===== src/rtl/boot_pkg.sv =====
// rtl/boot_pkg.sv - shared state encoding, sync marker and field widths for the boot loader
package boot_pkg;

  localparam int LEN_W  = 16;
  localparam int BYTE_W = 8;
  localparam int WORD_W = 16;

  localparam logic [BYTE_W-1:0] SYNC_BYTE = 8'hA5;

  typedef enum logic [2:0] {
    ST_IDLE    = 3'd0,
    ST_LEN_LO  = 3'd1,
    ST_LEN_HI  = 3'd2,
    ST_DATA_LO = 3'd3,
    ST_DATA_HI = 3'd4,
    ST_CHECK   = 3'd5,
    ST_DONE    = 3'd6,
    ST_ERROR   = 3'd7
  } boot_state_t;

endpackage


===== src/rtl/boot_word_assembler.sv =====
// rtl/boot_word_assembler.sv - pairs payload bytes into little-endian words and drives the imem write port
module boot_word_assembler
  import boot_pkg::*;
(
  input  logic              clk,
  input  logic              rstN,
  input  logic              clear,
  input  logic              loLoad,
  input  logic              hiLoad,
  input  logic [BYTE_W-1:0] byteIn,
  output logic              imemWe,
  output logic [LEN_W-1:0]  imemAddr,
  output logic [WORD_W-1:0] imemWdata,
  output logic [LEN_W-1:0]  wordIndex
);

  logic [BYTE_W-1:0] loByte;

  always_ff @(posedge clk or negedge rstN) begin
    if (!rstN) begin
      loByte    <= '0;
      imemWe    <= 1'b0;
      imemAddr  <= '0;
      imemWdata <= '0;
      wordIndex <= '0;
    end else begin
      imemWe <= hiLoad;
      if (loLoad) begin
        loByte <= byteIn;
      end
      if (clear) begin
        wordIndex <= '0;
      end else if (hiLoad) begin
        // imem is byte-addressed, so word n lands at byte address 2n
        imemAddr  <= wordIndex << 1;
        imemWdata <= {byteIn, loByte};
        wordIndex <= wordIndex + 1'b1;
      end
    end
  end

endmodule


===== src/rtl/imem_boot_loader.sv =====
// rtl/imem_boot_loader.sv - framed byte-stream loader for instruction memory; BOOT_CHECKSUM_EN adds a trailing XOR check byte
module imem_boot_loader
  import boot_pkg::*;
#(
  parameter int IMEM_WORDS = 256
) (
  input  logic              clk,
  input  logic              rst,
  input  logic [BYTE_W-1:0] rx_data,
  input  logic              rx_valid,
  output logic              rx_ready,
  output logic              imem_we,
  output logic [LEN_W-1:0]  imem_addr,
  output logic [WORD_W-1:0] imem_wdata,
  output logic              core_rst_n,
  output logic              busy,
  output logic              done,
  output logic              error
);

  localparam logic [LEN_W-1:0] MAX_LEN = LEN_W'(IMEM_WORDS);
`ifdef BOOT_CHECKSUM_EN
  localparam boot_state_t ST_AFTER_DATA = ST_CHECK;
`else
  localparam boot_state_t ST_AFTER_DATA = ST_DONE;
`endif

  boot_state_t       state, stateNext;
  logic [LEN_W-1:0]  length;
  logic [LEN_W-1:0]  lenFull;
  logic [LEN_W-1:0]  wordIndex;
  logic              rxReady;
  logic              coreRstN;
  logic              accept;
  logic              syncHit;

  assign accept  = rx_valid && rxReady;
  assign lenFull = {rx_data, length[7:0]};
  // Sync only restarts from IDLE/ERROR; inside a frame 0xA5 is ordinary data
  assign syncHit = accept && (rx_data == SYNC_BYTE) && (state == ST_IDLE || state == ST_ERROR);

  always_comb begin
    stateNext = state;
    if (accept) begin
      case (state)
        ST_IDLE, ST_ERROR: if (syncHit) stateNext = ST_LEN_LO;
        ST_LEN_LO:  stateNext = ST_LEN_HI;
        ST_LEN_HI: begin
          if (lenFull > MAX_LEN)       stateNext = ST_ERROR;
          else if (lenFull == '0)      stateNext = ST_AFTER_DATA;
          else                         stateNext = ST_DATA_LO;
        end
        ST_DATA_LO: stateNext = ST_DATA_HI;
        ST_DATA_HI: stateNext = (wordIndex + 1'b1 < length) ? ST_DATA_LO : ST_AFTER_DATA;
`ifdef BOOT_CHECKSUM_EN
        ST_CHECK:   stateNext = (rx_data == checksum) ? ST_DONE : ST_ERROR;
`endif
        default:    stateNext = state;
      endcase
    end
  end

`ifdef BOOT_CHECKSUM_EN
  logic [BYTE_W-1:0] checksum;

  always_ff @(posedge clk or negedge rst) begin
    if (!rst) begin
      checksum <= '0;
    end else if (syncHit) begin
      checksum <= '0;
    end else if (accept && (state == ST_DATA_LO || state == ST_DATA_HI)) begin
      checksum <= checksum ^ rx_data;
    end
  end
`endif

  always_ff @(posedge clk or negedge rst) begin
    if (!rst) begin
      state    <= ST_IDLE;
      length   <= '0;
      rxReady  <= 1'b0;
      coreRstN <= 1'b0;
    end else begin
      state    <= stateNext;
      rxReady  <= (stateNext != ST_DONE);
      // Core leaves reset one cycle after DONE is reached
      coreRstN <= (state == ST_DONE);
      if (accept && state == ST_LEN_LO) length[7:0]  <= rx_data;
      if (accept && state == ST_LEN_HI) length[15:8] <= rx_data;
    end
  end

  boot_word_assembler u_assembler (
    .clk       (clk),
    .rstN      (rst),
    .clear     (syncHit),
    .loLoad    (accept && state == ST_DATA_LO),
    .hiLoad    (accept && state == ST_DATA_HI),
    .byteIn    (rx_data),
    .imemWe    (imem_we),
    .imemAddr  (imem_addr),
    .imemWdata (imem_wdata),
    .wordIndex (wordIndex)
  );

  assign rx_ready   = rxReady;
  assign core_rst_n = coreRstN;
  assign busy       = (state == ST_LEN_LO) || (state == ST_LEN_HI) || (state == ST_DATA_LO) ||
                      (state == ST_DATA_HI) || (state == ST_CHECK);
  assign done       = (state == ST_DONE);
  assign error      = (state == ST_ERROR);

endmodule


===== config.mk =====
export PLATFORM = sky130hd
export DESIGN_NAME = imem_boot_loader
export DESIGN_NICKNAME = d
export VERILOG_FILES = /design/src/rtl/boot_pkg.sv /design/src/rtl/boot_word_assembler.sv /design/src/rtl/imem_boot_loader.sv
export SDC_FILE = /design/constraint.sdc
export NUM_CORES = 1
export LEC_CHECK = 0
export ABC_AREA = 1
export CELL_PAD_IN_SITES_DETAIL_PLACEMENT = 1
export CELL_PAD_IN_SITES_GLOBAL_PLACEMENT = 1
export CORE_MARGIN = 3
export CORE_UTILIZATION = 41
export DETAILED_ROUTE_END_ITERATION = 8
export HOLD_SLACK_MARGIN = 0.02
export PLACE_DENSITY = 0.84
export SYNTH_ARGS = -nofsm -noshare
export SYNTH_HDL_FRONTEND = slang
export SYNTH_SLANG_ARGS = --single-unit

===== constraint.sdc =====
create_clock -name clk -period 3.7 [get_ports clk]
set_clock_uncertainty 0.2 [all_clocks]
set_input_delay 1.11 -clock clk [delete_from_list [all_inputs] [get_ports clk]]
set_output_delay 1.11 -clock clk [all_outputs]
set_load 0.005 [all_outputs]

Yosys cells after proc, flatten, opt, wreduce, memory -nomap -nowiden
Index checks and enable logic that the tools add are counted.
W data, S select, Z words.
{"block": "word_totals", "regBits": 77, "output_inout_bits": 38}
{"block": "op_classes", "order_cmp": 2, "reduce_logical": 17, "n_addsub": 1, "n_mux": 8, "bitwise": 1, "eq_ne": 9}
{"cell": "$mux W16", "n": 2}
{"cell": "$add A16 B1 Y16 const B", "n": 1}
{"cell": "$gt A16 B9 Y1 const B", "n": 1}
{"cell": "$logic_not A16 Y1", "n": 1}
{"cell": "$lt A16 B16 Y1", "n": 1}
{"cell": "$mux W3", "n": 5}
{"cell": "$pmux W3 S5", "n": 1}
{"cell": "$eq A3 B3 Y1 const B", "n": 4}
{"cell": "$eq A8 B8 Y1 const B", "n": 1}
{"cell": "$logic_and A1 B1 Y1", "n": 7}
{"cell": "$eq A3 B2 Y1 const B", "n": 2}
{"cell": "$logic_or A1 B1 Y1", "n": 5}
{"cell": "$eq A3 B1 Y1 const B", "n": 1}
{"cell": "$logic_not A3 Y1", "n": 1}
{"cell": "$ne A3 B3 Y1 const B", "n": 1}
{"cell": "$reduce_and A2 Y1", "n": 1}
{"cell": "$reduce_bool A2 Y1", "n": 1}
{"cell": "$reduce_or A2 Y1", "n": 1}
{"cell": "$not A1 Y1", "n": 1}

Logic depth before layout (Yosys ltp)
Gate-level depths: netlist of the first run.
{"block": "logic_depth", "depth_word": 7, "depth_mapped": 17, "mapped_depth_nobuf": 17}

Modules after synthesis
From an unflattened synthesis of the first run, not the netlist that was laid out.
{"block": "unflattened", "cells_unflattened": 518, "hier_area_um2": 4088.9}
{"module": "boot_word_assembler", "instances": 1, "area_each_um2": 2344.7, "cells_per_inst": 273, "seq_area_each_um2": 1401.3}
{"module": "imem_boot_loader", "instances": 1, "area_each_um2": 1744.2, "cells_per_inst": 245, "seq_area_each_um2": 525.5}

Least setup slack after synthesis of the first run
Ideal clock, no wire load.
{"block": "synth_path", "kind": "register to register", "startpoint": "register u_assembler.wordIndex[0]", "endpoint": "register rxReady (netlist: rx_ready)", "arrival_time_ps": 2305, "setup_ps": 130, "path_stages_with_launch": 15, "setup_slack_ps": 1065, "required_time_ps": 3370, "path_cell_list": "dfrtp_1 ha_1 nand2_1 nor2_1 nand3_1 nand3b_1 and2_1 ha_1 nand2_1 nor4_1 nand2_1 nand2_1 nand2_1 a21oi_1 nand3_1"}
{"block": "synth_via", "elab_chain_cells": 6}
{"item": "start: declaration", "line": "boot_word_assembler.sv:14", "rtl": "output logic [LEN_W-1:0] wordIndex"}
{"item": "start signal: assignment", "line": "boot_word_assembler.sv:37", "rtl": "wordIndex <= wordIndex + 1'b1;"}
{"item": "$add A16 B1 Y16", "line": "imem_boot_loader.sv:54", "rtl": "ST_DATA_HI: stateNext = (wordIndex + 1'b1 < length) ? ST_DATA_LO : ST_AFTER_DATA;"}
{"item": "$lt A16 B16 Y1", "line": "imem_boot_loader.sv:54"}
{"item": "$mux W3", "line": "imem_boot_loader.sv:54"}
{"item": "$pmux W3 S5", "line": "imem_boot_loader.sv:45", "rtl": "case (state)"}
{"item": "$mux W3", "line": "imem_boot_loader.sv:44", "rtl": "if (accept) begin"}
{"item": "net stateNext[2]", "line": "imem_boot_loader.sv:28", "rtl": "boot_state_t state, stateNext;"}
{"item": "$ne A3 B3 Y1", "line": "imem_boot_loader.sv:85", "rtl": "rxReady <= (stateNext != ST_DONE);"}
{"item": "end signal: assignment", "line": "imem_boot_loader.sv:85"}
{"item": "end: declaration", "line": "imem_boot_loader.sv:32", "rtl": "logic rxReady;"}
The timed path passes the listed nets, and every way through them passes these cells.
A chain may end at the register's enable or synchronous reset.

Worst setup path in the final report of the first run
Ends and elaborated chain as after synthesis.

==> metrics.cfg, run 1 <==
[job]
drv_cap = 0

[synth]
synthArstFlopShare = 1.00
synth_cells = 451
yosys_most_used_dff = dfrtp_1
syn_area_sq_um = 3750
synthDistinctLibCells = 28
syn-mean-instance-area_sq_um = 8.32
synth_edf_count = 0
ys_warn_count = 0
synth_fp_nets = 478
synth.yosys.seq_area_share = 0.514
synth-seq-cells = 77

[global_route]
grt.total_usage = 0.195
grt_max_degree = 78
grt_pass1_wl_um = 15800
grt_pass1_vias = 3322
gr-total-overflow = 0
antenna_found_initial = 0

[worst_setup_path]
cp_data_required_time_ps = 3730
cp_data_arrival_time_ps = 3190
worstSetupPathType = reg2reg
worst_r2r_path_depth = 14
cp_max_fo = 5
critPathLaunchType = register
worst_setup_path_end_kind = register

[power]
power_density_nw_per_um2 = 802
p_leak_nw = 2.26
vdd_drop_max_v = 0.000299

[cts]
cts-root-buf = clkbuf_8
worstSkewPairLatency_ps = 360
cts_hold_buf = 0
cts_htree_levels = 3
cts_tree = done
cts_buffers = 9
clk_pin_slew_ps = 100
clock_path_buffers = 2
cts_resized = 0
cts_setup_buffers = 0
clock_sinks = 77

[layout]
fillers = 1055
mostFrequentLayoutCells = nand2_1 (128), dfrtp_1 (77), inv_1 (62), o21ai_0 (60), clkdlybuf4s50_1 (46)
final_util = 0.513
antenna_cells = 0
mostFrequentLayoutCell = nand2_1
drive_above_1_share = 0.0596
fin_cells = 611
final_nets = 525
area_delta_synth_final_pct = 20.4

[floorplan]
die_w_um = 102
io_pins = 49
rows = 34
coreArea_sq_um = 8810
start_util = 0.426
dieHeight_um = 102
dieArea_sq_um = 10300

[worst_hold_path]
hold_path.class = reg2reg
hold_depth = 2

[timing]
period_share = 0.854
slew_headroom = 0.351
finalHoldViolations = 0
final-max-slew-violation-count = 0
rsz0062_at_grt = false
hold_ws_ps = 281
clock.fmax_ghz = 0.317
fin_setup_tns_ps = 0
worstMarginPinSlew_ps = 974
finalSetupViolations = 0
period_minus_slack_ps = 3160

[placement]
place.detailed.hpwl_um = 6700
place.gp.congestion = 0.898
io_buffer_count = 47
dpl.cell_count = 595

[routing]
ant_nets = 0
drt_iter0_drc = 65
viasPerCell = 5.06
vias = 3092
routed_wl_um = 9080
dr.pass1.iters = 4
drc_errors = 0
wl_per_cell_um = 14.9

[run_status]
status = finished, final reports clean

-- path summary, 6_finish.rpt --
path | from | to | slack [ps]
worst max-delay path | u_assembler.wordIndex[0]$_DFFE_PN0P_ | rx_ready$_DFF_PN0_ | 540
worst min-delay path | u_assembler.loByte[0]$_DFFE_PN0P_ | u_assembler.imemWdata[0]$_DFFE_PN0P_ | 280
worst max register to register | u_assembler.wordIndex[0]$_DFFE_PN0P_ | rx_ready$_DFF_PN0_ | 540
worst min register to register | u_assembler.loByte[0]$_DFFE_PN0P_ | u_assembler.imemWdata[0]$_DFFE_PN0P_ | 280
max in group asynchronous | rst | state[2]$_DFF_PN0_ | 1970
min in group asynchronous | rst | u_assembler.imemAddr[2]$_DFFE_PN0P_ | 700
-- logic make-up (layout without fill, tap and decap cells) --
kind of cell             Yosys count  after routing  synth area share
XOR/XNOR                           9              9            0.0230
buffers and inverters             77            129            0.0807
flip-flops                        77             77             0.514
AND/OR/NAND/NOR                  188            188             0.214
adder cells (fa/ha/maj)           16             16            0.0534
other                              1              1          0.000999
AO/OA/AOI/OAI                     83             83             0.114
-- per-stage QoR --
step | cell area, sq um | setup WS (ps) | power [W]
after floorplan | 3750 | 1060 | 0.00231
after global placement | 4310 | 603 | 0.00290
after detailed placement | 4310 | 501 | 0.00299
after CTS | 4520 | 489 | 0.00367
after global routing | 4520 | 158 | 0.00399
final | 4520 | 542 | 0.00362
-- flip-flops by register name, indices dropped and copies added (netlist names) --
register and cells:
rx_ready 1, u_assembler.imemWe 1, u_assembler.wordIndex 16, u_assembler.imemAddr 15
u_assembler.imemWdata 16, core_rst_n 1, state 3, u_assembler.loByte 8
length 16
-- report_power, final --
part	internal, W	total [W]	switching [W]	leakage, nW
sequential	0.00120	0.00143	0.000238	0.977
combinational	0.000699	0.00153	0.000828	1.18
clock	0.000322	0.000665	0.000343	0.102
total	0.00222	0.00362	0.00141	2.26
-- Yosys cell counts (5+ instances only) --
cell type	n	area, sq um
clkbuf_1	6	22.5
nand2_1	129	484
dfrtp_1	77	1930
a21oi_1	13	65.1
nand3_1	17	85.1
o22ai_1	9	56.3
xor2_1	8	70.1
ha_1	16	200
nor3_1	7	35.0
o21ai_0	60	300
inv_1	62	233
nor2_1	23	86.3
buf_2	5	25.0
-- layout make-up --
class,count,area (sq um),area share
Tap cell,108,135,0.0299
Clock inverter,7,83.8,0.0186
Clock buffer,9,124,0.0274
Inverter,64,240,0.0532
Sequential cell,77,1930,0.426
Multi-Input combinational cell,297,1530,0.338
Timing Repair Buffer,49,483,0.107
-- worst max-delay path: stages, from the launching register on --
cell      delay [ps]
dfrtp_1          440
ha_1             210
nand2_1           90
nor2_1           310
nand3_1          230
nand3b_1         250
and2_1           160
ha_1             260
nand2_1           70
nor4_1           290
nand2_1          120
nand2_1           70
nand2_1           50
a21oi_1          170
nand3_1          110
-- routing by layer --
layer / vias up / track usage / share of wire
met5: - / 0 / 0
met4: 0 / 0.0706 / 0.017
met3: 11 / 0.0365 / 0.034
met2: 59 / 0.319 / 0.47
met1: 1499 / 0.259 / 0.48
li1: 1523 / - / -
Power figures use the tool's default switching activity.
==> run 2, diff against run 1 <==
--- a/config.mk
+++ b/config.mk
@@ -5,14 +5,14 @@
 export SDC_FILE = /design/constraint.sdc
 export NUM_CORES = 1
 export LEC_CHECK = 0
-export ABC_AREA = 1
 export CELL_PAD_IN_SITES_DETAIL_PLACEMENT = 1
 export CELL_PAD_IN_SITES_GLOBAL_PLACEMENT = 1
 export CORE_MARGIN = 3
-export CORE_UTILIZATION = 41
+export CORE_UTILIZATION = 30
 export DETAILED_ROUTE_END_ITERATION = 8
+export GPL_TIMING_DRIVEN = 0
 export HOLD_SLACK_MARGIN = 0.02
-export PLACE_DENSITY = 0.84
+export PLACE_DENSITY = 0.64
 export SYNTH_ARGS = -nofsm -noshare
 export SYNTH_HDL_FRONTEND = slang
 export SYNTH_SLANG_ARGS = --single-unit
==> run 2 against run 1 <==
Cell area increased by 8.6%. Register-to-register slack got worse by 180 ps. Critical path type is now in2reg. Global-route usage decreased by 4.2 points. Worst setup slack got worse by 430 ps. Clock power increased by 38%. Highest routed layer unchanged.
==> metrics.cfg, run 2 <==
[run_status]
status = finished, final reports clean

[floorplan]
dieHeight_um = 119
die_w_um = 119
io_pins = 49
rows = 40
dieArea_sq_um = 14300
start_util = 0.314
coreArea_sq_um = 12300

[layout]
fin_area_sq_um = 4910
fillers = 1427
antenna_cells = 0
mostFrequentLayoutCell = nand2_1
drive_above_1_share = 0.130
mostFrequentLayoutCells = nand2_1 (98), dfrtp_1 (77), clkdlybuf4s50_1 (46), inv_1 (25), mux2_2 (22)
final_util = 0.398
area_delta_synth_final_pct = 27.0
final_nets = 483
reg_top3 = length x16, u_assembler.imemWdata x16, u_assembler.wordIndex x16
fin_cells = 629

[synth]
yosysTopAreaCell = dfrtp_1
synth_fp_nets = 424
synth.top_cell.area_share = 0.499
synth_cells = 397
synth-seq-cells = 77
synthDistinctLibCells = 55
synthArstFlopShare = 1.00
synth_most_common_cell = nand2_1
syn_area_sq_um = 3860
synth_edf_count = 0
ys_warn_count = 0
synth.area.top_cells = dfrtp_1 (50%), nand2_1 (9.5%), mux2_2 (6.4%)
syn-mean-instance-area_sq_um = 9.73
yosys_most_used_dff = dfrtp_1
synth_common_cells = nand2_1 (98), dfrtp_1 (77), inv_1 (25)
synth.yosys.seq_area_share = 0.499

[placement]
place_area_sq_um = 4570
place.detailed.hpwl_um = 7210
place.gp.congestion = 0.833
dpl.cell_count = 613
io_buffer_count = 47

[worst_setup_path]
cp_max_fo = 10
worstSetupPathType = in2reg
cp_data_required_time_ps = 3700
critPathLaunchType = primary input
worst_setup_path_end_kind = register
cp_data_arrival_time_ps = 3590

[cts]
clk_pin_slew_ps = 60
cts_htree_levels = 3
cts_setup_buffers = 0
cts_tree = done
worstSkewPairLatency_ps = 340
cts_hold_buf = 0
clock_sinks = 77
cts_buffers = 9
clock_path_buffers = 2
cts-root-buf = clkbuf_16

[routing]
dr.pass1.iters = 4
drt_iter0_drc = 130
ant_nets = 0
viasPerCell = 4.87
routed_wl_um = 10100
vias = 3065
wl_per_cell_um = 16.0
drc_errors = 0

[global_route]
grt_pass1_vias = 3321
antenna_found_initial = 0
grt_pass1_wl_um = 17300
grt.total_usage = 0.154
gr-total-overflow = 0
grt_max_degree = 56

[timing]
clock.fmax_ghz = 0.278
final-max-slew-violation-count = 0
period_minus_slack_ps = 3590
period_share = 0.971
hold_ws_ps = 276
worstMarginPinSlew_ps = 642
slew_headroom = 0.570
rsz0062_at_grt = false
finalHoldViolations = 0
finalSetupViolations = 0

[power]
clkPwrFrac = 0.408
share_seq_of_total_power = 0.423
p_sw_frac = 0.275
power_density_nw_per_um2 = 458
p_comb_frac = 0.169
power_switching_w = 0.000618
internal_power_w = 0.00163
vdd_drop_max_v = 0.000233
p_leak_nw = 2.34

[worst_hold_path]
hold_path.class = reg2reg

[job]
drv_cap = 0

[run 2: worst paths after layout]
kind / startpoint / to / slack (ps) / cells after the start
max in group asynchronous: rst / u_assembler.imemWdata[1]$_DFFE_PN0P_ / 2240 / 2
min in group asynchronous: rst / u_assembler.imemAddr[1]$_DFFE_PN0P_ / 470 / 1
setup reg to reg: u_assembler.wordIndex[0]$_DFFE_PN0P_ / state[2]$_DFF_PN0_ / 360 / 11
setup / recovery: rx_data[1] / u_assembler.wordIndex[0]$_DFFE_PN0P_ / 110 / 7
hold reg to reg: u_assembler.imemAddr[3]$_DFFE_PN0P_ / u_assembler.imemAddr[3]$_DFFE_PN0P_ / 280 / 2
hold / removal: u_assembler.imemAddr[3]$_DFFE_PN0P_ / u_assembler.imemAddr[3]$_DFFE_PN0P_ / 280 / 2
[run 2: cell families (layout without fill, tap and decap cells)]
family                   Yosys count  count (layout)  share of synthesized area
flip-flops                        77              77                      0.499
multiplexers                      23              23                     0.0667
buffers and inverters             45             109                     0.0554
XOR/XNOR                          14              14                     0.0317
AO/OA/AOI/OAI                     66              66                      0.112
adder cells (fa/ha/maj)           16              16                     0.0518
AND/OR/NAND/NOR                  155             155                      0.183
other                              1               1                   0.000971
[run 2: cell type report]
class                           count  area, sq um  area share
Buffer                             19          116      0.0237
Clock buffer                        9          225      0.0459
Clock inverter                      7         82.6      0.0168
Inverter                           26         97.6      0.0199
Multi-Input combinational cell    275         1750       0.357
Sequential cell                    77         1930       0.393
Tap cell                          168          210      0.0428
Timing Repair Buffer               48          495       0.101
[run 2: repair_timing]
item,4_1_cts,5_1_grt
gates resized for setup,2,3
endpoints found under the setup margin,3,3
pin swaps,0,0
[run 2: metal layers]
layer | vias up | GRT usage | share of wire | wire, um
met5 | - | 0 | 0 | 0
met4 | 0 | 0.0544 | 0.014 | 143
met3 | 11 | 0.0328 | 0.032 | 318
met2 | 58 | 0.241 | 0.46 | 4670
met1 | 1521 | 0.210 | 0.49 | 4960
li1 | 1475 | - | - | -
[run 2: through the flow]
stage,power (W),setup TNS [ps],setup WS [ps]
after floorplan,0.00117,0,613
after global placement,0.00132,-123060,-1560
after detailed placement,0.00134,-4110,-440
after CTS,0.00227,0,59.0
after global routing,0.00238,0,24.7
final,0.00225,0,109
[run 2: critical path, cell delays in order]
cell,delay (ps)
clkdlybuf4s50_1,580
or4_4,640
nor3_4,280
a31oi_1,140
o2bb2ai_2,520
buf_6,230
mux2i_1,80
[run 2: power groups by stage]
stage | clock network (W) | registers (W) | logic [W]
global route | 0.000982 | 0.000961 | 0.000433
detailed placement | 0 | 0.000967 | 0.000375
floorplan | 0 | 0.000958 | 0.000211
CTS | 0.000939 | 0.000952 | 0.000380
global placement | 0 | 0.000964 | 0.000360
finish | 0.000918 | 0.000950 | 0.000381
